[config.mk]
export PLATFORM = sky130hd
export DESIGN_NAME = lsu_bank_arbiter_flat
export DESIGN_NICKNAME = d
export VERILOG_FILES = /design/src/rtl/lsu_bank_arbiter_if.sv /design/src/rtl/lsu_bank_arbiter.sv /design/src/flat_wrapper.sv
export SDC_FILE = /design/constraint.sdc
export NUM_CORES = 1
export LEC_CHECK = 0
export BUFFER_PORTS_ARGS = -buffer_cell sky130_fd_sc_hd__buf_2
export CAP_MARGIN = 20
export CORE_ASPECT_RATIO = 1.1
export CORE_MARGIN = 3
export CORE_UTILIZATION = 23
export CTS_CLUSTER_SIZE = 30
export DETAILED_ROUTE_END_ITERATION = 8
export GPL_TIMING_DRIVEN = 0
export PLACE_DENSITY = 0.58
export SYNTH_ARGS = -nofsm -noshare
export SYNTH_HDL_FRONTEND = slang
export SYNTH_SLANG_ARGS = --single-unit
[constraint.sdc]
create_clock -name clk -period 9.03 [get_ports clk]
set_input_delay 1.3545 -clock clk [delete_from_list [all_inputs] [get_ports clk]]
set_output_delay 1.3545 -clock clk [all_outputs]
set_load 0.02 [all_outputs]
[src/rtl/lsu_bank_arbiter_if.sv]
// PE-side request/response bundle and bank request/return bus of the LSU bank arbiter.
// The slave modport is the arbiter; the master modport is the PE/bank environment.
interface lsu_bank_arbiter_if #(
    parameter int ADDR_W    = 9,
    parameter int DATA_W    = 32,
    parameter int TAG_DEPTH = 4
);
    localparam int CNT_W = $clog2(TAG_DEPTH) + 1;
    localparam int BUS_W = ADDR_W + DATA_W + 2;

    logic [3:0]          req_valid;
    logic [3:0]          req_we;
    logic [4*ADDR_W-1:0] req_addr;
    logic [4*DATA_W-1:0] req_wdata;
    logic [3:0]          req_ready;
    logic [BUS_W-1:0]    lsu_bus;
    logic [DATA_W:0]     bank_readin_bus;
    logic [3:0]          rsp_valid;
    logic [DATA_W-1:0]   lsu_to_pe;
    logic [CNT_W-1:0]    outstanding;
    logic                err;

    modport slave (
        input  req_valid, req_we, req_addr, req_wdata, bank_readin_bus,
        output req_ready, lsu_bus, rsp_valid, lsu_to_pe, outstanding, err
    );

    modport master (
        output req_valid, req_we, req_addr, req_wdata, bank_readin_bus,
        input  req_ready, lsu_bus, rsp_valid, lsu_to_pe, outstanding, err
    );
endinterface

[src/rtl/lsu_bank_arbiter.sv]
// Round-robin arbiter sharing one memory-bank port among four PEs, with an in-order
// tag FIFO that routes each bank read return back to the PE that issued the read.
module lsu_bank_arbiter #(
    parameter int ADDR_W    = 9,
    parameter int DATA_W    = 32,
    parameter int TAG_DEPTH = 4
) (
    input  logic               clk,
    input  logic               rst,
    lsu_bank_arbiter_if.slave  io
);
    localparam int PTR_W = $clog2(TAG_DEPTH);
    localparam int CNT_W = PTR_W + 1;
    localparam int BUS_W = ADDR_W + DATA_W + 2;

    logic [1:0]        r_rr_ptr;
    logic [1:0]        r_tag_mem [TAG_DEPTH];
    logic [PTR_W-1:0]  r_wr_ptr;
    logic [PTR_W-1:0]  r_rd_ptr;
    logic [CNT_W-1:0]  r_count;
    logic              r_err;
    logic [BUS_W-1:0]  r_lsu_bus_p1;
    logic [3:0]        r_rsp_valid_p1;
    logic [DATA_W-1:0] r_lsu_to_pe_p1;

    logic              w_full;
    logic              w_empty;
    logic [3:0]        w_elig;
    logic [1:0]        w_cand;
    logic [3:0]        w_grant_oh;
    logic [1:0]        w_grant_idx;
    logic              w_grant_any;
    logic              w_grant_we;
    logic [ADDR_W-1:0] w_grant_addr;
    logic [DATA_W-1:0] w_grant_wdata;
    logic [DATA_W-1:0] w_bus_data;
    logic              w_push;
    logic              w_pop;
    logic              w_ret_valid;
    logic [DATA_W-1:0] w_ret_data;
    logic [1:0]        w_pop_tag;

    // Full is taken from the registered count, so a same-cycle pop cannot unblock a read.
    assign w_full      = (r_count == CNT_W'(TAG_DEPTH));
    assign w_empty     = (r_count == '0);
    assign w_elig      = io.req_valid & (io.req_we | {4{~w_full}});
    assign w_ret_valid = io.bank_readin_bus[DATA_W];
    assign w_ret_data  = io.bank_readin_bus[DATA_W-1:0];
    assign w_pop_tag   = r_tag_mem[r_rd_ptr];

    always_comb begin
        w_grant_oh  = '0;
        w_grant_idx = '0;
        w_grant_any = 1'b0;
        w_cand      = r_rr_ptr;
        for (int k = 0; k < 4; k++) begin
            w_cand = r_rr_ptr + 2'(k);
            if (!w_grant_any && w_elig[w_cand] && rst) begin
                w_grant_any         = 1'b1;
                w_grant_idx         = w_cand;
                w_grant_oh[w_cand]  = 1'b1;
            end
        end
    end

    always_comb begin
        w_grant_we    = 1'b0;
        w_grant_addr  = '0;
        w_grant_wdata = '0;
        for (int i = 0; i < 4; i++) begin
            if (w_grant_oh[i]) begin
                w_grant_we    = io.req_we[i];
                w_grant_addr  = io.req_addr[i*ADDR_W +: ADDR_W];
                w_grant_wdata = io.req_wdata[i*DATA_W +: DATA_W];
            end
        end
    end

    assign w_bus_data = w_grant_we ? w_grant_wdata : '0;
    assign w_push     = w_grant_any & ~w_grant_we;
    assign w_pop      = w_ret_valid & ~w_empty;

    // Tag storage is plain memory; the pointers and count define which entries are live.
    always_ff @(posedge clk) begin
        if (w_push) begin
            r_tag_mem[r_wr_ptr] <= w_grant_idx;
        end
    end

    // Stage p0 -> p1: grant decision and bank return registered onto the output buses.
    always_ff @(posedge clk) begin
        if (!rst) begin
            r_rr_ptr       <= '0;
            r_wr_ptr       <= '0;
            r_rd_ptr       <= '0;
            r_count        <= '0;
            r_err          <= 1'b0;
            r_lsu_bus_p1   <= '0;
            r_rsp_valid_p1 <= '0;
            r_lsu_to_pe_p1 <= '0;
        end else begin
            if (w_grant_any) begin
                r_rr_ptr <= w_grant_idx + 2'd1;
            end
            if (w_push) begin
                r_wr_ptr <= r_wr_ptr + PTR_W'(1);
            end
            if (w_pop) begin
                r_rd_ptr <= r_rd_ptr + PTR_W'(1);
            end
            case ({w_push, w_pop})
                2'b10:   r_count <= r_count + CNT_W'(1);
                2'b01:   r_count <= r_count - CNT_W'(1);
                default: r_count <= r_count;
            endcase
            if (w_ret_valid && w_empty) begin
                r_err <= 1'b1;
            end
            r_lsu_bus_p1   <= w_grant_any ? {1'b1, w_grant_we, w_grant_addr, w_bus_data} : '0;
            r_rsp_valid_p1 <= w_pop ? (4'b0001 << w_pop_tag) : 4'b0000;
            if (w_pop) begin
                r_lsu_to_pe_p1 <= w_ret_data;
            end
        end
    end

    assign io.req_ready   = w_grant_oh;
    assign io.lsu_bus     = r_lsu_bus_p1;
    assign io.rsp_valid   = r_rsp_valid_p1;
    assign io.lsu_to_pe   = r_lsu_to_pe_p1;
    assign io.outstanding = r_count;
    assign io.err         = r_err;
endmodule

[src/flat_wrapper.sv]
// flat-port wrapper written by rule: the top's interface ports become plain ports
module lsu_bank_arbiter_flat 
#(
    parameter int ADDR_W    = 9,
    parameter int DATA_W    = 32,
    parameter int TAG_DEPTH = 4
)
  (clk, rst, io_req_valid, io_req_we, io_req_addr, io_req_wdata, io_bank_readin_bus, io_req_ready, io_lsu_bus, io_rsp_valid, io_lsu_to_pe, io_outstanding, io_err);
  lsu_bank_arbiter_if #(.ADDR_W(ADDR_W), .DATA_W(DATA_W), .TAG_DEPTH(TAG_DEPTH)) io_i ();
  input  logic clk;
  input  logic rst;
  input wire logic [$bits(io_i.req_valid)-1:0] io_req_valid;
  input wire logic [$bits(io_i.req_we)-1:0] io_req_we;
  input wire logic [$bits(io_i.req_addr)-1:0] io_req_addr;
  input wire logic [$bits(io_i.req_wdata)-1:0] io_req_wdata;
  input wire logic [$bits(io_i.bank_readin_bus)-1:0] io_bank_readin_bus;
  output wire logic [$bits(io_i.req_ready)-1:0] io_req_ready;
  output wire logic [$bits(io_i.lsu_bus)-1:0] io_lsu_bus;
  output wire logic [$bits(io_i.rsp_valid)-1:0] io_rsp_valid;
  output wire logic [$bits(io_i.lsu_to_pe)-1:0] io_lsu_to_pe;
  output wire logic [$bits(io_i.outstanding)-1:0] io_outstanding;
  output wire logic [$bits(io_i.err)-1:0] io_err;
  assign io_i.req_valid = io_req_valid;
  assign io_i.req_we = io_req_we;
  assign io_i.req_addr = io_req_addr;
  assign io_i.req_wdata = io_req_wdata;
  assign io_i.bank_readin_bus = io_bank_readin_bus;
  assign io_req_ready = io_i.req_ready;
  assign io_lsu_bus = io_i.lsu_bus;
  assign io_rsp_valid = io_i.rsp_valid;
  assign io_lsu_to_pe = io_i.lsu_to_pe;
  assign io_outstanding = io_i.outstanding;
  assign io_err = io_i.err;
  lsu_bank_arbiter #(.ADDR_W(ADDR_W), .DATA_W(DATA_W), .TAG_DEPTH(TAG_DEPTH)) u_core (.clk(clk), .rst(rst), .io(io_i));
endmodule
==> metrics <==
Placer Congestion 0.8624; Yosys cell types 55; post_cts resized 0; Fin. Hold Viols 0; Die W ~150 µm; area grow syn2layout 41.95%; Rows between 50 and 60; max-capacitance violation count 0; Clock Sinks slightly below 100; Num CTS Buffers 9; root buffer cell clkbuf_16; kind of critical path flip-flop to output pin; fin crit share 0.7142; Critical Path Max Stage Delay about 0.74 ns; antenna viol nets, final 0; synthesized flop and latch total 99; CP required 7.68 ns; PortBufs 293; first-pass GRT wire length about 31 mm; Startpoint Class flip-flop; Final min period 6.449 ns; Critical Path End Type output pin; detailed placement HPWL 15.85 mm; final net count 1147; critical path's slowest cell a221oi_2; Max Slew Vio Count 0; total track usage 0.1654; Longest Clk Path Bufs 2; IO Pins 294; RSZ-0062 raised after global routing false; warnings from Yosys 0; CTS clk-pin slew, worst paths 0.08 ns; Synth Area in Compound Gates 0.2879; largest fanout on the critical path 10; WP depth 13; HP Class flip-flop to flip-flop; EDFF count, synth 8; layout cells sized above 1 0.3516; reg2reg start u_core.r_rr_ptr[0]; Syn Inst Count 624; R2R setup slack 3.56 ns; fmax 0.1551 GHz; CP dominant cell by count clkbuf_1; setup TNS 0 ns; worst setup path end io_req_ready[3]; fill count 2251; register area share after synthesis 0.4122; DRC 0; Pwr Density 320.9 nW/µm²; Worst Path Buf+Inv 7; outcome completed; hold_buf cts 0; Primary FF master, synth dfxtp_1; commonest cells after routing, fill and taps aside buf_2 (296), nand2_1 (119), a21oi_1 (103), dfxtp_1 (91), o21ai_0 (49); htree depth 3; Clk Latency, worst-skew pair 0.35 ns; post-synthesis simple-gate area fraction 0.1758; Core ar. between 20000 and 25000 µm²; Mapped Area between 5000 and 6000 µm²; CTS tree built; vias in the first global route 5662; ys async rst share 0; Initial Utilization 0.2383; initial antenna violation count 1; via/cell ratio 4.718; Die Ht 160.7 µm; Avg WL per Cell between 15 and 20 µm; setup bufs post-CTS 0; critical path cell sequence clkbuf_1 -> inv_1 -> ha_1 -> clkbuf_1 -> nand4_1 -> o22ai_1 -> nor2_1 -> and3_1 -> buf_2 -> a221oi_2 -> inv_1 -> clkbuf_1 -> buf_2; post-synthesis area per instance between 8 and 9 µm²; worst vdd ir 0.1176 mV; Worst-Margin Slew between 0.8 and 0.9 ns; DR iter-0 viols 347; Syn Nets 843; Arr. time, crit path 5.09 ns; clk_skew 0.01655 ns; largest family of logic cells by synthesized area compound AO/OA/AOI/OAI gates; total design power 2.279 mW; Max-slew headroom 0.4397; r2r endpoint u_core.io.outstanding[2]; total die area 23560 µm²; mux contribution to synthesized area 0.02551; setup violators final 0; Leak Pwr 3.240 nW; largest net degree at the start of global routing 16; critical path's top delay family buffers and inverters; DRT Pass-1 Iters 5; post-synthesis xor/xnor area fraction 0.007004; routed vias 5751; total congestion overflow 0; R2R depth 18; Critical Path Start u_core.r_rr_ptr[0]; most common cell after layout, fill and taps aside buf_2; post-synthesis adder-cell area fraction 0.03152; final wirelength ~20 mm
## worst register-to-register path, cell delays in order, from the launching register on
cell and delay, ns:
dfxtp_1 0.45, clkbuf_1 0.36, inv_1 0.26, ha_1 0.37, clkbuf_1 0.34, nand4_1 0.15
o22ai_1 0.43, nor2_1 0.13, and3_1 0.20, buf_2 0.18, a221oi_2 0.74, o21a_1 0.30
a21o_1 0.24, ha_1 0.21, inv_1 0.06, fa_1 0.37, xor2_1 0.16, or3_1 0.30
a21oi_1 0.14
## power breakdown
part	switching, mW	internal [mW]	leakage [nW]
Combinational	0.817	0.454	2.29
Clock	0.170	0.196	0.134
Sequential	0.0538	0.588	0.818
## cells in the mapped netlist, drive strengths merged (2+ instances only)
master,n,area share
o21ai,59,0.059
buf,8,0.011
nand3,34,0.034
and3,5,0.0063
o2111ai,2,0.0035
a22oi,2,0.0058
nor3,4,0.0040
nand4b,2,0.0035
a2111oi,3,0.0053
inv,23,0.017
dfxtp,91,0.36
a221oi,11,0.024
mux4,3,0.014
a211oi,7,0.013
edfxtp,8,0.048
a21o,33,0.050
a21oi,103,0.10
o22ai,2,0.0025
a221o,2,0.0040
clkbuf,41,0.031
xor2,3,0.0053
ha,11,0.028
nor2,15,0.011
nand2,119,0.089
nor4b,4,0.011
mux2i,6,0.012
or4b,4,0.0080
## layout make-up
| class | count | area, µm² | area share |
|---|---|---|---|
| sequential | 99 | 2062 | 0.2904 |
| antenna | 1 | 2.502 | 0.0003524 |
| clock buffer | 13 | 250.2 | 0.03524 |
| timing repair buffer | 293 | 1466 | 0.2065 |
| clock inverter | 3 | 22.52 | 0.003172 |
| multi-input combinational | 452 | 2640 | 0.3718 |
| buffer | 49 | 210.2 | 0.02960 |
| tap | 285 | 356.6 | 0.05022 |
| inverter | 24 | 90.09 | 0.01269 |
## how the worst min path moves through the flow
stage / startpoint / endpoint / slack, ns / cells past startpoint
after floorplan: u_core.r_wr_ptr[0] / u_core.r_wr_ptr[0] / 0.47 / 1
after detailed placement: u_core.io.lsu_to_pe[29] / u_core.io.lsu_to_pe[29] / 0.44 / 2
after CTS: u_core.io.lsu_to_pe[29] / u_core.io.lsu_to_pe[29] / 0.45 / 2
after global routing: u_core.io.lsu_to_pe[7] / u_core.io.lsu_to_pe[7] / 0.47 / 2
final: u_core.io.lsu_to_pe[10] / u_core.io.lsu_to_pe[10] / 0.45 / 2
after global placement: u_core.io.lsu_to_pe[19] / u_core.io.lsu_to_pe[19] / 0.44 / 2
## kinds of logic after synthesis
group | Yosys count
multiplexers | 9
buffers and inverters | 73
adder cells (fa/ha/maj) | 12
AND/OR/NAND/NOR | 193
XOR/XNOR | 4
AO/OA/AOI/OAI | 234
flip-flops | 99
## stage by stage
stage	instances	worst slack, ns	hold WS [ns]	area, µm²	utilization
global placement	1202	2.719	0.4396	6825	0.3252
CTS	1218	2.513	0.4528	7098	0.3382
floorplan	624	3.965	0.4685	5002	-
detailed placement	1202	2.684	0.4439	6825	0.3252
finish	1219	2.581	0.4503	7101	0.3383
global route	1218	2.158	0.4704	7098	0.3382
## per-layer routing
layer	wire (µm)	up-vias	track usage
li1	-	2812	-
met1	8108	2582	0.2036
met2	9537	321	0.2731
met3	2112	36	0.05051
met4	478	0	0.05988
met5	0	-	0
## flip-flops by register name, summed over array words and instances (netlist names), named ones only
name	count
u_core.r_wr_ptr	2
u_core.r_rr_ptr	2
u_core.io.lsu_to_pe	32
u_core.io.err	1
u_core.io.lsu_bus	43
u_core.io.rsp_valid	4
u_core.io.outstanding	3
u_core.r_rd_ptr	2
u_core.r_tag_mem	8
Power figures use the tool's default switching activity.
